===== src/rtl/soin_pkg.sv =====
// Shared types and byte-enable constants for the load/store alignment unit.
package soin_pkg;

    localparam int unsigned DATA_W = 32;

    typedef logic [DATA_W-1:0] data_t;
    typedef logic [DATA_W-1:0] addr_t;

    typedef enum logic [1:0] {
        BYTE    = 2'b00,
        HALF    = 2'b01,
        WORD    = 2'b10,
        ILLEGAL = 2'b11
    } lsu_size_e;

    typedef enum logic [1:0] {
        IDLE = 2'b00,
        BEAT = 2'b01,
        DONE = 2'b10
    } lsu_state_e;

    // Byte-enable patterns the data memory accepts.
    localparam logic [3:0] MASK_W  = 4'b1111;
    localparam logic [3:0] MASK_H0 = 4'b0011;
    localparam logic [3:0] MASK_H1 = 4'b0110;
    localparam logic [3:0] MASK_H2 = 4'b1100;
    localparam logic [3:0] MASK_B0 = 4'b0001;
    localparam logic [3:0] MASK_B1 = 4'b0010;
    localparam logic [3:0] MASK_B2 = 4'b0100;
    localparam logic [3:0] MASK_B3 = 4'b1000;

    function automatic logic [2:0] size_bytes(input logic [1:0] sz);
        case (lsu_size_e'(sz))
            BYTE:    return 3'd1;
            HALF:    return 3'd2;
            WORD:    return 3'd4;
            default: return 3'd0;
        endcase
    endfunction

endpackage


===== src/rtl/lsu_beat_planner.sv =====
// Picks the widest legal byte-enable mask for one store beat and its byte count.
module lsu_beat_planner
    import soin_pkg::*;
(
    input  logic [1:0] lane_i,
    input  logic [2:0] remain_i,
    output logic [3:0] mask_o,
    output logic [2:0] k_o
);

    always_comb begin
        mask_o = '0;
        if (remain_i != 3'd0) begin
            case (lane_i)
                2'd0:    mask_o = (remain_i >= 3'd4) ? MASK_W :
                                  (remain_i >= 3'd2) ? MASK_H0 : MASK_B0;
                2'd1:    mask_o = (remain_i >= 3'd2) ? MASK_H1 : MASK_B1;
                2'd2:    mask_o = (remain_i >= 3'd2) ? MASK_H2 : MASK_B2;
                default: mask_o = MASK_B3;
            endcase
        end
        k_o = 3'($countones(mask_o));
    end

endmodule


===== src/rtl/lsu_align_unit.sv =====
// Splits byte/half/word loads and stores at any address into word-addressed memory beats.
module lsu_align_unit
    import soin_pkg::*;
#(
    parameter int unsigned XLEN = 32
) (
    input  logic       i_clk,
    input  logic       i_rstn,
    input  logic       i_req,
    output logic       o_ready,
    input  logic       i_we,
    input  logic [1:0] i_size,
    input  logic       i_unsigned,
    input  addr_t      i_addr,
    input  data_t      i_wdata,
    output logic       o_valid,
    output data_t      o_rdata,
    output logic       o_err,
    output addr_t      o_Addr,
    output data_t      o_Wd,
    output logic [3:0] o_Wen,
    output logic       o_Ren,
    input  data_t      i_Rd
);

    lsu_state_e state_q;
    addr_t      p_q;
    logic [2:0] n_q;
    logic [2:0] k_q;
    data_t      wd_q;
    data_t      lo_q;
    logic       we_q;
    logic       uns_q;
    lsu_size_e  size_q;
    logic [1:0] lane0_q;
    logic       first_q;

    logic       ready_q;
    logic       valid_q;
    logic       err_q;
    data_t      rdata_q;
    addr_t      addr_q;
    data_t      wd_out_q;
    logic [3:0] wen_q;
    logic       ren_q;

    addr_t      p_nx;
    logic [2:0] n_nx;
    data_t      wd_nx;
    logic       we_nx;
    logic       beat_go;
    logic [3:0] plan_mask;
    logic [2:0] plan_k;
    logic [2:0] room;
    logic [2:0] load_k;
    logic [2:0] beat_k;

    logic [2*XLEN-1:0] pair;
    data_t             merged;
    data_t             load_res;

    // Pointer/count/datum for the beat that starts at the coming edge.
    always_comb begin
        p_nx  = p_q + addr_t'(k_q);
        n_nx  = n_q - k_q;
        wd_nx = wd_q >> {k_q, 3'b000};
        we_nx = we_q;
        if (state_q == IDLE) begin
            p_nx  = i_addr;
            n_nx  = size_bytes(i_size);
            wd_nx = i_wdata;
            we_nx = i_we;
        end
        beat_go = (((state_q == IDLE) && i_req) || (state_q == BEAT)) && (n_nx != 3'd0);
        room    = 3'd4 - {1'b0, p_nx[1:0]};
        load_k  = (n_nx < room) ? n_nx : room;
        beat_k  = we_nx ? plan_k : load_k;
    end

    lsu_beat_planner u_planner (
        .lane_i   (p_nx[1:0]),
        .remain_i (n_nx),
        .mask_o   (plan_mask),
        .k_o      (plan_k)
    );

    // Little-endian merge of up to two read words, then sign/zero extension.
    always_comb begin
        pair   = first_q ? {XLEN'(0), i_Rd} : {i_Rd, lo_q};
        merged = XLEN'(pair >> {lane0_q, 3'b000});
        case (size_q)
            BYTE:    load_res = {{24{merged[7] & ~uns_q}}, merged[7:0]};
            HALF:    load_res = {{16{merged[15] & ~uns_q}}, merged[15:0]};
            default: load_res = merged;
        endcase
    end

    always_ff @(posedge i_clk) begin
        if (!i_rstn) begin
            state_q  <= IDLE;
            ready_q  <= 1'b1;
            valid_q  <= 1'b0;
            err_q    <= 1'b0;
            rdata_q  <= '0;
            addr_q   <= '0;
            wd_out_q <= '0;
            wen_q    <= '0;
            ren_q    <= 1'b0;
            p_q      <= '0;
            n_q      <= '0;
            k_q      <= '0;
            wd_q     <= '0;
            lo_q     <= '0;
            we_q     <= 1'b0;
            uns_q    <= 1'b0;
            size_q   <= BYTE;
            lane0_q  <= '0;
            first_q  <= 1'b0;
        end else begin
            case (state_q)
                IDLE: begin
                    if (i_req) begin
                        ready_q <= 1'b0;
                        we_q    <= i_we;
                        uns_q   <= i_unsigned;
                        size_q  <= lsu_size_e'(i_size);
                        lane0_q <= i_addr[1:0];
                        first_q <= 1'b1;
                        if (lsu_size_e'(i_size) == ILLEGAL) begin
                            state_q <= DONE;
                            valid_q <= 1'b1;
                            err_q   <= 1'b1;
                        end else begin
                            state_q <= BEAT;
                        end
                    end
                end
                BEAT: begin
                    first_q <= 1'b0;
                    if (first_q) begin
                        lo_q <= i_Rd;
                    end
                    if (n_nx == 3'd0) begin
                        state_q <= DONE;
                        valid_q <= 1'b1;
                        rdata_q <= we_q ? '0 : load_res;
                    end
                end
                DONE: begin
                    state_q <= IDLE;
                    ready_q <= 1'b1;
                    valid_q <= 1'b0;
                    err_q   <= 1'b0;
                    rdata_q <= '0;
                end
                default: state_q <= IDLE;
            endcase

            // Register the next beat's memory outputs; idle the bus otherwise.
            if (beat_go) begin
                p_q      <= p_nx;
                n_q      <= n_nx;
                k_q      <= beat_k;
                wd_q     <= wd_nx;
                addr_q   <= {p_nx[31:2], 2'b00};
                wen_q    <= we_nx ? plan_mask : 4'b0000;
                ren_q    <= ~we_nx;
                wd_out_q <= we_nx ? wd_nx : '0;
            end else begin
                addr_q   <= '0;
                wd_out_q <= '0;
                wen_q    <= '0;
                ren_q    <= 1'b0;
            end
        end
    end

    // A beat in flight when reset lands must not commit at that edge.
    assign o_Wen   = wen_q & {4{i_rstn}};
    assign o_Ren   = ren_q & i_rstn;
    assign o_ready = ready_q;
    assign o_valid = valid_q;
    assign o_err   = err_q;
    assign o_rdata = rdata_q;
    assign o_Addr  = addr_q;
    assign o_Wd    = wd_out_q;

endmodule


===== config.mk =====
export PLATFORM = sky130hd
export DESIGN_NAME = lsu_align_unit
export DESIGN_NICKNAME = d
export VERILOG_FILES = /design/src/rtl/soin_pkg.sv /design/src/rtl/lsu_beat_planner.sv /design/src/rtl/lsu_align_unit.sv
export SDC_FILE = /design/constraint.sdc
export NUM_CORES = 1
export LEC_CHECK = 0
export CORE_AREA = 2 2 178 180
export CTS_BUF_LIST = sky130_fd_sc_hd__clkbuf_8
export CTS_CLUSTER_DIAMETER = 200
export DETAILED_ROUTE_END_ITERATION = 6
export DIE_AREA = 0 0 180 182
export SYNTH_ARGS = -nofsm -noshare
export SYNTH_HDL_FRONTEND = slang
export SYNTH_SLANG_ARGS = --single-unit

===== constraint.sdc =====
create_clock -name i_clk -period 4.1 [get_ports i_clk]
set_input_delay 0.82 -clock i_clk [delete_from_list [all_inputs] [get_ports i_clk]]
set_output_delay 0.82 -clock i_clk [all_outputs]
set_load 0.02 [all_outputs]

# After elaboration in Yosys (flattened, before gate mapping)
# Index checks and enable logic that the tools add are counted.
# op_classes
n_shift	2
bitwise_logic	6
eq_ne	11
n_reduce_logical	23
n_lt_le_gt_ge	3
mux	31
n_addsub	6
# op_table
cell	n
two-way mux 32 bit	4
one-hot mux 32 bit (2 select lines)	2
two-way mux 64 bit	1
>> shifter 64 x 5 -> 32 bit	1
adder 32 x 3 -> 32 bit	1
>> shifter 32 x 6 -> 32 bit	1
AND reduction 2 bit	7
two-way mux 3 bit	4
two-way mux 4 bit	3
one-hot mux 4 bit (3 select lines)	1
one-hot mux 3 bit (3 select lines)	1
equality test 2 x 1 -> 1 bit (second input constant)	4
equality test 2 bit (second input constant)	4
zero test 2 bit	4
two-way mux 2 bit	4
two-way mux 1 bit	6
one-hot mux 1 bit (2 select lines)	3
AND reduction 3 bit	2
nonzero test 2 bit	3
nonzero test 3 bit	2
adder 1 x 1 -> 2 bit	2
AND 4 bit	1
!= test 2 x 1 -> 1 bit (second input constant)	2
one-hot mux 2 bit (2 select lines)	1
14 further kinds	18
# word_totals
ff_bits	215
word_cells	102
out_inout_bits	104

# Longest topological paths before layout
# Gate-level depths: netlist (run 1).
# logic_depth
word_depth	11
mapped_depth	17
ltp_nobuf	16

# Modules after synthesis
# Synthesis (run 1) repeated with hierarchy kept, for this count alone.
# hier_totals
hier_cells	1317
area_unflattened_um2	10996.8
# by_module_without_submodules
module	area_each_um2	cells_each	instances	seq_area_each_um2
lsu_align_unit	10840.4	1297	1	4264.1
lsu_beat_planner	156.4	20	1	0.0

# Worst setup path before layout (run 1)
# No wires, ideal clock.
# synth_path
path_kind	register to register
start	register k_q[1]
end	register k_q[1]
n_path_buf	2
t_required_ns	3.977
stages_incl_launch_ff	17
path_slack_ns	-0.061
synth_period_minus_slack_ns	4.161
arrival_time_ns	4.038
setup_time_ns	0.123
cell_sequence	dfxtp_1 clkbuf_1 clkbuf_1 inv_1 fa_1 o21ba_2 and2_0 a31o_2 a221o_1 nor2_1 ha_1 ha_1 fa_1 nand2_1 nor2_1 a21oi_1 o21ai_0
# synth_lines
element	line_no	source
start: declaration	lsu_align_unit.sv:29	logic [2:0] k_q;
start signal: assignment	lsu_align_unit.sv:163	k_q <= beat_k;
branches (longest 5 deep; another with adder 32 x 3 -> 32 bit)	n/a	
two-way mux 4 bit (*)	lsu_beat_planner.sv:13	if (remain_i != 3'd0) begin
net plan_mask[2]	lsu_align_unit.sv:52	logic [3:0] plan_mask;
adder 1 x 1 -> 2 bit (not written as such) (*)	lsu_beat_planner.sv:22	k_o = 3'($countones(mask_o));
adder 3 bit (not written as such) (*)	lsu_beat_planner.sv:22	
two-way mux 3 bit (*)	lsu_align_unit.sv:77	beat_k = we_nx ? plan_k : load_k;
# Mark *: on every way through the listed nets, which the timed path passes.
# A chain may end at the register's enable or synchronous reset.

# Worst setup path after layout (run 1)
# layout_path
start	register k_q[0]
end	register k_q[1]
# layout_lines
element	line_no	source
adder 32 x 3 -> 32 bit (*)	lsu_align_unit.sv:64	p_nx = p_q + addr_t'(k_q);
two-way mux 32 bit (*)	lsu_align_unit.sv:68	if (state_q == IDLE) begin
net p_nx[1]	lsu_align_unit.sv:47	addr_t p_nx;
equality test 2 bit (tied with other cells)	lsu_beat_planner.sv:14	case (lane_i)
one-hot mux 4 bit (3 select lines) (*)	lsu_beat_planner.sv:14	
two-way mux 4 bit (*)	lsu_beat_planner.sv:13	
net plan_mask[2]	lsu_align_unit.sv:52	
adder 1 x 1 -> 2 bit (not written as such) (*)	lsu_beat_planner.sv:22	
adder 3 bit (not written as such) (*)	lsu_beat_planner.sv:22	
two-way mux 3 bit (*)	lsu_align_unit.sv:77	
# The timed path passes the listed nets; every way through them passes the cells marked *.

==> run summary, run 1 <==
metal3 WL - 2.57 mm
highest routed metal layer - met4
Mean Syn Cell Area - 8.25 µm²
worst slew pin tran - 1.25 ns
Vias/cell - 5.44
Setup Viol. Count Final - 0
Unique masters post-synth - 70
standard-cell rows - 65
first-iteration detailed-routing DRC count - 798
postcts setup bufs - 0
outcome - completed
Synth Area in Simple Gates - 0.193
Hold WC Path Type - reg -> reg
Synth async-reset ratio - 0
vias in the first global route - 9,930
hold path cells - 2
total die area - 32,800 µm²
max-cap viol count - 0
# nets final - 1,576
top post-synthesis cells by area - dfxtp_1 40%, mux2i_1 7.4%, nand2_1 7.0%
Post-Synth XOR/XNOR Area - 0.0236
Yosys top cell area share - 0.401
Die Ht - 182 µm
Worst setup EP type - register
total power - 7770 µW
EDFF count, synth - 0
initial antenna violation count - 0
Yosys reg bits - 213
worst-skew pair later-pin latency - 0.53 ns
final hold violation count - 0
met1 wire length - 14.4 mm
RD Place Congestion - 0.855
fill cell count - 3,101
Final min period - 3.72 ns
Synth-to-Final Area Change - 29.1%
unrepaired setup endpoints after global routing - false
vias - 10,200
post-route ant nets - 0
Mapped Area - 10,600 µm²
most common cell in the netlist - dfxtp_1
Critical Path Start Type - register
clk_skew - 0.0261 ns
kind of critical path - reg -> reg
CTS tree - built
synth cell count leaders - 213 x dfxtp_1, 199 x nand2_1, 136 x nor2_1
PD cells - 565 nW/µm²
Detailed Routing Iterations Pass 1 - 5
DRC violations left - 0
number of diodes - 0
main flop type after synthesis - dfxtp_1
first-pass GRT wire length - 54.4 mm
All-Layer GR Usage - 0.203
Reg-to-Reg End - k_q[1]$_SDFFE_PN0P_
Die W - 180 µm
IO Port Bufs - 204
met2 routed WL - 16.2 mm
Yosys top cell by area - dfxtp_1
fmax - 269 MHz
Max FO, Critical Path - 5
clock-pin slew on the worst setup and hold paths - 0.07 ns
post-synthesis mux area share - 0.0870
r2r setup slk - 0.38 ns
Rel. slew slack - 0.169
Max Root-Sink Buffers - 3
cts repair resizes - 0
Tcrit/Tclk final - 0.907
hold buffers post-CTS - 0
I/O Pins - 207
Critical Path Start - k_q[0]$_SDFFE_PN0P_
Core Area - 31,000 µm²
Routed wire per std cell - 18.1 µm
adder-cell share of the synthesized area - 0.0209
CTS Buf Count - 40
R2R Path Start - k_q[0]$_SDFFE_PN0P_
DPL Wire Length - 23.9 mm
Synth Area in Compound Gates - 0.229
fin. max-slew vios - 0
CTS root buf - clkbuf_8
grt total ovfl - 0
worst vdd ir - 242 µV
Sum Neg Setup Slack - 0 ns
Starting Density - 0.344
Ys Warns - 0
register area share after synthesis - 0.401
P_leak - 0.00497 µW
pin count of the biggest net entering global routing - 73
WL final - 34.2 mm
largest family of logic cells by synthesized area - compound AO/OA/AOI/OAI gates
clk sinks - 213
CP required - 4.51 ns
share of cells above drive strength 1 - 0.0748
arrival time at the worst endpoint - 4.13 ns
reg2reg path depth - 16
worst setup path endpoint - k_q[1]$_SDFFE_PN0P_
Mapped Cells - 1,290
CTS H-tree depth - 2
worst min path at each step:
| stage | start | slack [ns] | to |
|---|---|---|---|
| after global routing | o_rdata[15]$_SDFFE_PN0P_ | 0.47 | o_rdata[15]$_SDFFE_PN0P_ |
| after floorplan | lo_q[0]$_SDFFE_PN0P_ | 0.43 | lo_q[0]$_SDFFE_PN0P_ |
| final | lo_q[5]$_SDFFE_PN0P_ | 0.45 | lo_q[5]$_SDFFE_PN0P_ |
| after CTS | o_rdata[15]$_SDFFE_PN0P_ | 0.45 | o_rdata[15]$_SDFFE_PN0P_ |
| after detailed placement | lo_q[5]$_SDFFE_PN0P_ | 0.44 | lo_q[5]$_SDFFE_PN0P_ |
| after global placement | o_rdata[15]$_SDFFE_PN0P_ | 0.43 | o_rdata[15]$_SDFFE_PN0P_ |
placed cells by master, fill, tap and decap left out, types with 22 or more instances in the layout:
cell type / netlist / layout
a211oi_1: 63 / 63
a21oi_1: 94 / 94
buf_4: 2 / 22
clkbuf_8: 0 / 49
clkdlybuf4s50_1: 0 / 203
dfxtp_1: 213 / 211
inv_1: 16 / 25
mux2i_1: 79 / 79
nand2_1: 199 / 199
nor2_1: 136 / 135
o21ai_0: 61 / 61
final cells by class:
| cell class | instances | area (µm²) | share of cell area |
|---|---|---|---|
| Clock buffer | 49 | 674 | 0.0491 |
| Clock inverter | 19 | 90.1 | 0.00656 |
| Inverter | 18 | 67.6 | 0.00492 |
| Multi-Input combinational cell | 957 | 5910 | 0.431 |
| Sequential cell | 213 | 4270 | 0.311 |
| Tap cell | 402 | 503 | 0.0366 |
| Timing Repair Buffer | 227 | 2220 | 0.162 |
state kept, by name (all words and copies together), names as in the netlist, 2 cells and up:
name and count:
n_q 3, wen_q 4, p_q 32, lo_q 32, k_q 3, wd_q 32
state_q 2, size_q 2, o_Wd 32, lane0_q 2, o_Addr 30, o_rdata 32
worst max-delay path: stages (launching register included):
cell,delay [ns]
dfxtp_1,0.36
ha_1,0.20
inv_1,0.06
fa_1,0.45
a21oi_1,0.41
inv_1,0.12
ha_1,0.25
a21oi_1,0.22
a221o_1,0.20
nor2_1,0.05
ha_1,0.27
ha_1,0.20
fa_1,0.45
nand2_1,0.08
nor2_1,0.04
a21oi_1,0.15
o21ai_0,0.08
per-layer routing:
| metal | vias up | GRT usage |
|---|---|---|
| li1 | 4971 | - |
| met1 | 4829 | 0.258 |
| met2 | 379 | 0.339 |
| met3 | 69 | 0.0455 |
| met4 | 0 | 0.0725 |
| met5 | - | 0 |
report_power, final:
part / total [µW] / switching, µW / internal (µW)
Combinational: 3020 / 1800 / 1220
Sequential: 2760 / 331 / 2430
Clock: 1990 / 915 / 1080
Total: 7770 / 3050 / 4720
per-stage QoR:
stage | worst slack (ns) | cell area (µm²) | utilization | hold WS, ns | cells
finish | 0.381 | 13700 | 0.443 | 0.451 | 1885
global route | 0.101 | 13700 | 0.443 | 0.471 | 1885
CTS | 0.433 | 13700 | 0.443 | 0.451 | 1885
detailed placement | 0.0941 | 13000 | 0.419 | 0.443 | 1817
global placement | 0.195 | 13000 | 0.419 | 0.428 | 1817
floorplan | 0.0907 | 10700 | - | 0.432 | 1291
cell families after synthesis:
group | Yosys count
simple gates | 461
compound gates | 366
flops | 213
buf+inv | 121
mux | 85
xor+xnor | 27
fa+ha+maj | 16
other cells | 1
No activity file was read; power rests on OpenSTA's default activity.
==> run 2: changes to the inputs <==
- CORE_AREA: 2 2 178 180 -> 2 2 151 153
- DIE_AREA: 0 0 180 182 -> 0 0 153 155
- PLACE_DENSITY: not set -> 0.78
==> run 2 against run 1 <==
Compared with the run above:
- core utilization increased by 17 points
- register-to-register slack about the same
- fmax about the same
- non-clock buffer count unchanged
- via count increased by 0.46%
- sequential power about the same
- total power decreased by 1.3%
- combinational power decreased by 2%
- wire length decreased by 7.6%
- critical path type unchanged
- highest routed layer unchanged
==> run summary, run 2 (synthesized netlist as in run 1, its figures left out) <==
worst vdd ir - 270 µV (+11%)
fill cell count - 2,000 (-36%)
DP Area - 12,800 µm² (-1.1%)
number of diodes - 0 (unchanged)
Starting Density - 0.479 (+0.135)
Vias/cell - 5.83 (+7.2%)
Pint - 4710 µW (-0.12%)
first-iteration detailed-routing DRC count - 609 (-24%)
PD cells - 565 nW/µm² (-0.10%)
All-Layer GR Usage - 0.260 (+0.0565)
CP peak stage delay - 0.44 ns (about the same)
Rel. slew slack - 0.267 (+0.0980)
Tcrit/Tclk final - 0.907 (about the same)
Max Root-Sink Buffers - 3 (unchanged)
final cell utilization of the core - 0.610 (+0.167)
cts repair resizes - 0 (unchanged)
worst slew pin tran - 1.10 ns (-0.149 ns)
share of cells above drive strength 1 - 0.0709 (-0.00395)
hold path cells - 2 (unchanged)
worst-skew pair later-pin latency - 0.53 ns (about the same)
Sum Neg Setup Slack - 0 ns (unchanged)
commonest non-fill, non-tap cell in the layout - dfxtp_1
pin count of the biggest net entering global routing - 65 (-11%)
postcts setup bufs - 0 (unchanged)
Clk pwr share - 0.253 (-0.003)
P_leak - 0.00498 µW (+0.21%)
post-route ant nets - 0 (unchanged)
hold buffers post-CTS - 0 (unchanged)
arrival time at the worst endpoint - 4.13 ns (about the same)
Detailed Routing Iterations Pass 1 - 5 (unchanged)
vias - 10,300 (+0.46%)
Slowest-stage cell, CP - fa_1
fin. max-slew vios - 0 (unchanged)
standard-cell rows - 55 (-15%)
Reg-to-Reg End - k_q[1]$_SDFFE_PN0P_
Final min period - 3.72 ns (-0.000188 ns)
clock-pin slew on the worst setup and hold paths - 0.06 ns (about the same)
Core Area - 22,200 µm² (-28%)
dpl cells - 1,700 (-6.4%)
unrepaired setup endpoints after global routing - false
Multi-input gate area - 5910 µm² (unchanged)
RD Place Congestion - 0.900 (+5.3%)
clk sinks - 213 (unchanged)
switch share - 0.385 (-0.00750)
Setup Viol. Count Final - 0 (unchanged)
Die Ht - 155 µm (-15%)
sequential share of power - 0.359 (+0.004)
total power - 7660 µW (-1.3%)
CTS H-tree depth - 2 (unchanged)
CTS root buf - clkbuf_8
final hold violation count - 0 (unchanged)
P_sw - 2950 µW (-3.2%)
total die area - 23,700 µm² (-28%)
combinational share of power - 0.388 (about the same)
CTS Buf Count - 38 (-5.0%)
CTS tree - built
outcome - completed
I/O Pins - 207 (unchanged)
Hold WC Path Type - reg -> reg
Max FO, Critical Path - 5 (unchanged)
FF+latch area - 4270 µm² (unchanged)
CP most frequent cell - ha_1
IO Port Bufs - 204 (unchanged)
Layout Cells excl Fill - 1,766 (-6.3%)
WL final - 31.6 mm (-7.6%)
min-delay src - lo_q[2]$_SDFFE_PN0P_
worst-path cell chain - ha_1, inv_1, fa_1, a21oi_1, inv_1, ha_1, a21oi_1, a221o_1, nor2_1, ha_1, ha_1, fa_1, nand2_1, nor2_1, a21oi_1, o21ai_0
Worst setup EP type - register
Die W - 153 µm (-15%)
Synth-to-Final Area Change - 27.5%
max-cap viol count - 0 (unchanged)
Critical Path Start Type - register
grt total ovfl - 0 (unchanged)
initial antenna violation count - 0 (unchanged)
# nets final - 1,574 (-0.13%)
R2R Path Start - k_q[0]$_SDFFE_PN0P_
kind of critical path - reg -> reg
reg2reg path depth - 16 (unchanged)
final instance area - 13,600 µm² (-1.2%)
Routed wire per std cell - 17.9 µm (-1.3%)
fmax - 269 MHz (about the same)
vias in the first global route - 9,882 (-0.48%)
first-pass GRT wire length - 50.8 mm (-6.5%)
r2r setup slk - 0.38 ns (about the same)
worst hold endpoint - lo_q[2]$_SDFFE_PN0P_
DRC violations left - 0 (unchanged)
CP required - 4.51 ns (about the same)
commonest non-fill, non-tap cells in the layout - 211 x dfxtp_1, 203 x clkdlybuf4s50_1, 199 x nand2_1
DPL Wire Length - 21.7 mm (-9.3%)
clk_skew - 0.0214 ns (-0.00471 ns)
## run 2: final cells by class
cell class | instances | share of cell area
timing repair buffer | 227 | 0.164
tap | 285 | 0.0263
clock inverter | 20 | 0.00793
sequential | 213 | 0.314
inverter | 18 | 0.00498
clock buffer | 46 | 0.0467
multi-input combinational | 957 | 0.436
## run 2: worst max-delay path, delay by kind of cell (launching register included)
family,cells,cell delay [ns]
buffers and inverters,2,0.20
adders and majority gates,6,1.81
and+or+nand+nor,3,0.18
DFF,1,0.38
AOI/OAI and AO/OA,5,1.05
## run 2: power groups by stage
stage	Clock [µW]	Combinational [µW]	Sequential (µW)
after detailed placement	0	2940	2790
after floorplan	0	2000	2800
after global placement	0	2880	2770
after CTS	1970	2960	2750
after global routing	2080	3290	2800
final	1940	2970	2750
## run 2: how the worst max path moves through the flow
stage | start | to | depth (start not counted)
2_1_floorplan | k_q[1]$_SDFFE_PN0P_ | k_q[1]$_SDFFE_PN0P_ | 16
3_3_place_gp | i_addr[1] | k_q[1]$_SDFFE_PN0P_ | 15
3_5_place_dp | i_addr[1] | k_q[1]$_SDFFE_PN0P_ | 15
4_1_cts | k_q[0]$_SDFFE_PN0P_ | k_q[1]$_SDFFE_PN0P_ | 16
5_1_grt | k_q[0]$_SDFFE_PN0P_ | k_q[1]$_SDFFE_PN0P_ | 16
6_report | k_q[0]$_SDFFE_PN0P_ | k_q[1]$_SDFFE_PN0P_ | 16
## run 2: routing by layer
| metal | part of all wire | vias to the layer above | track usage |
|---|---|---|---|
| met5 | 0 | - | 0 |
| met4 | 0.029 | 0 | 0.0944 |
| met3 | 0.078 | 70 | 0.0671 |
| met2 | 0.47 | 386 | 0.426 |
| met1 | 0.42 | 4883 | 0.333 |
| li1 | - | 4956 | - |
## run 2: through the flow
step | hold WS, ns | setup WS [ns]
floorplan | 0.432 | 0.0907
detailed placement | 0.445 | 0.189
global route | 0.477 | 0.0835
global placement | 0.429 | 0.274
CTS | 0.452 | 0.405
finish | 0.449 | 0.381
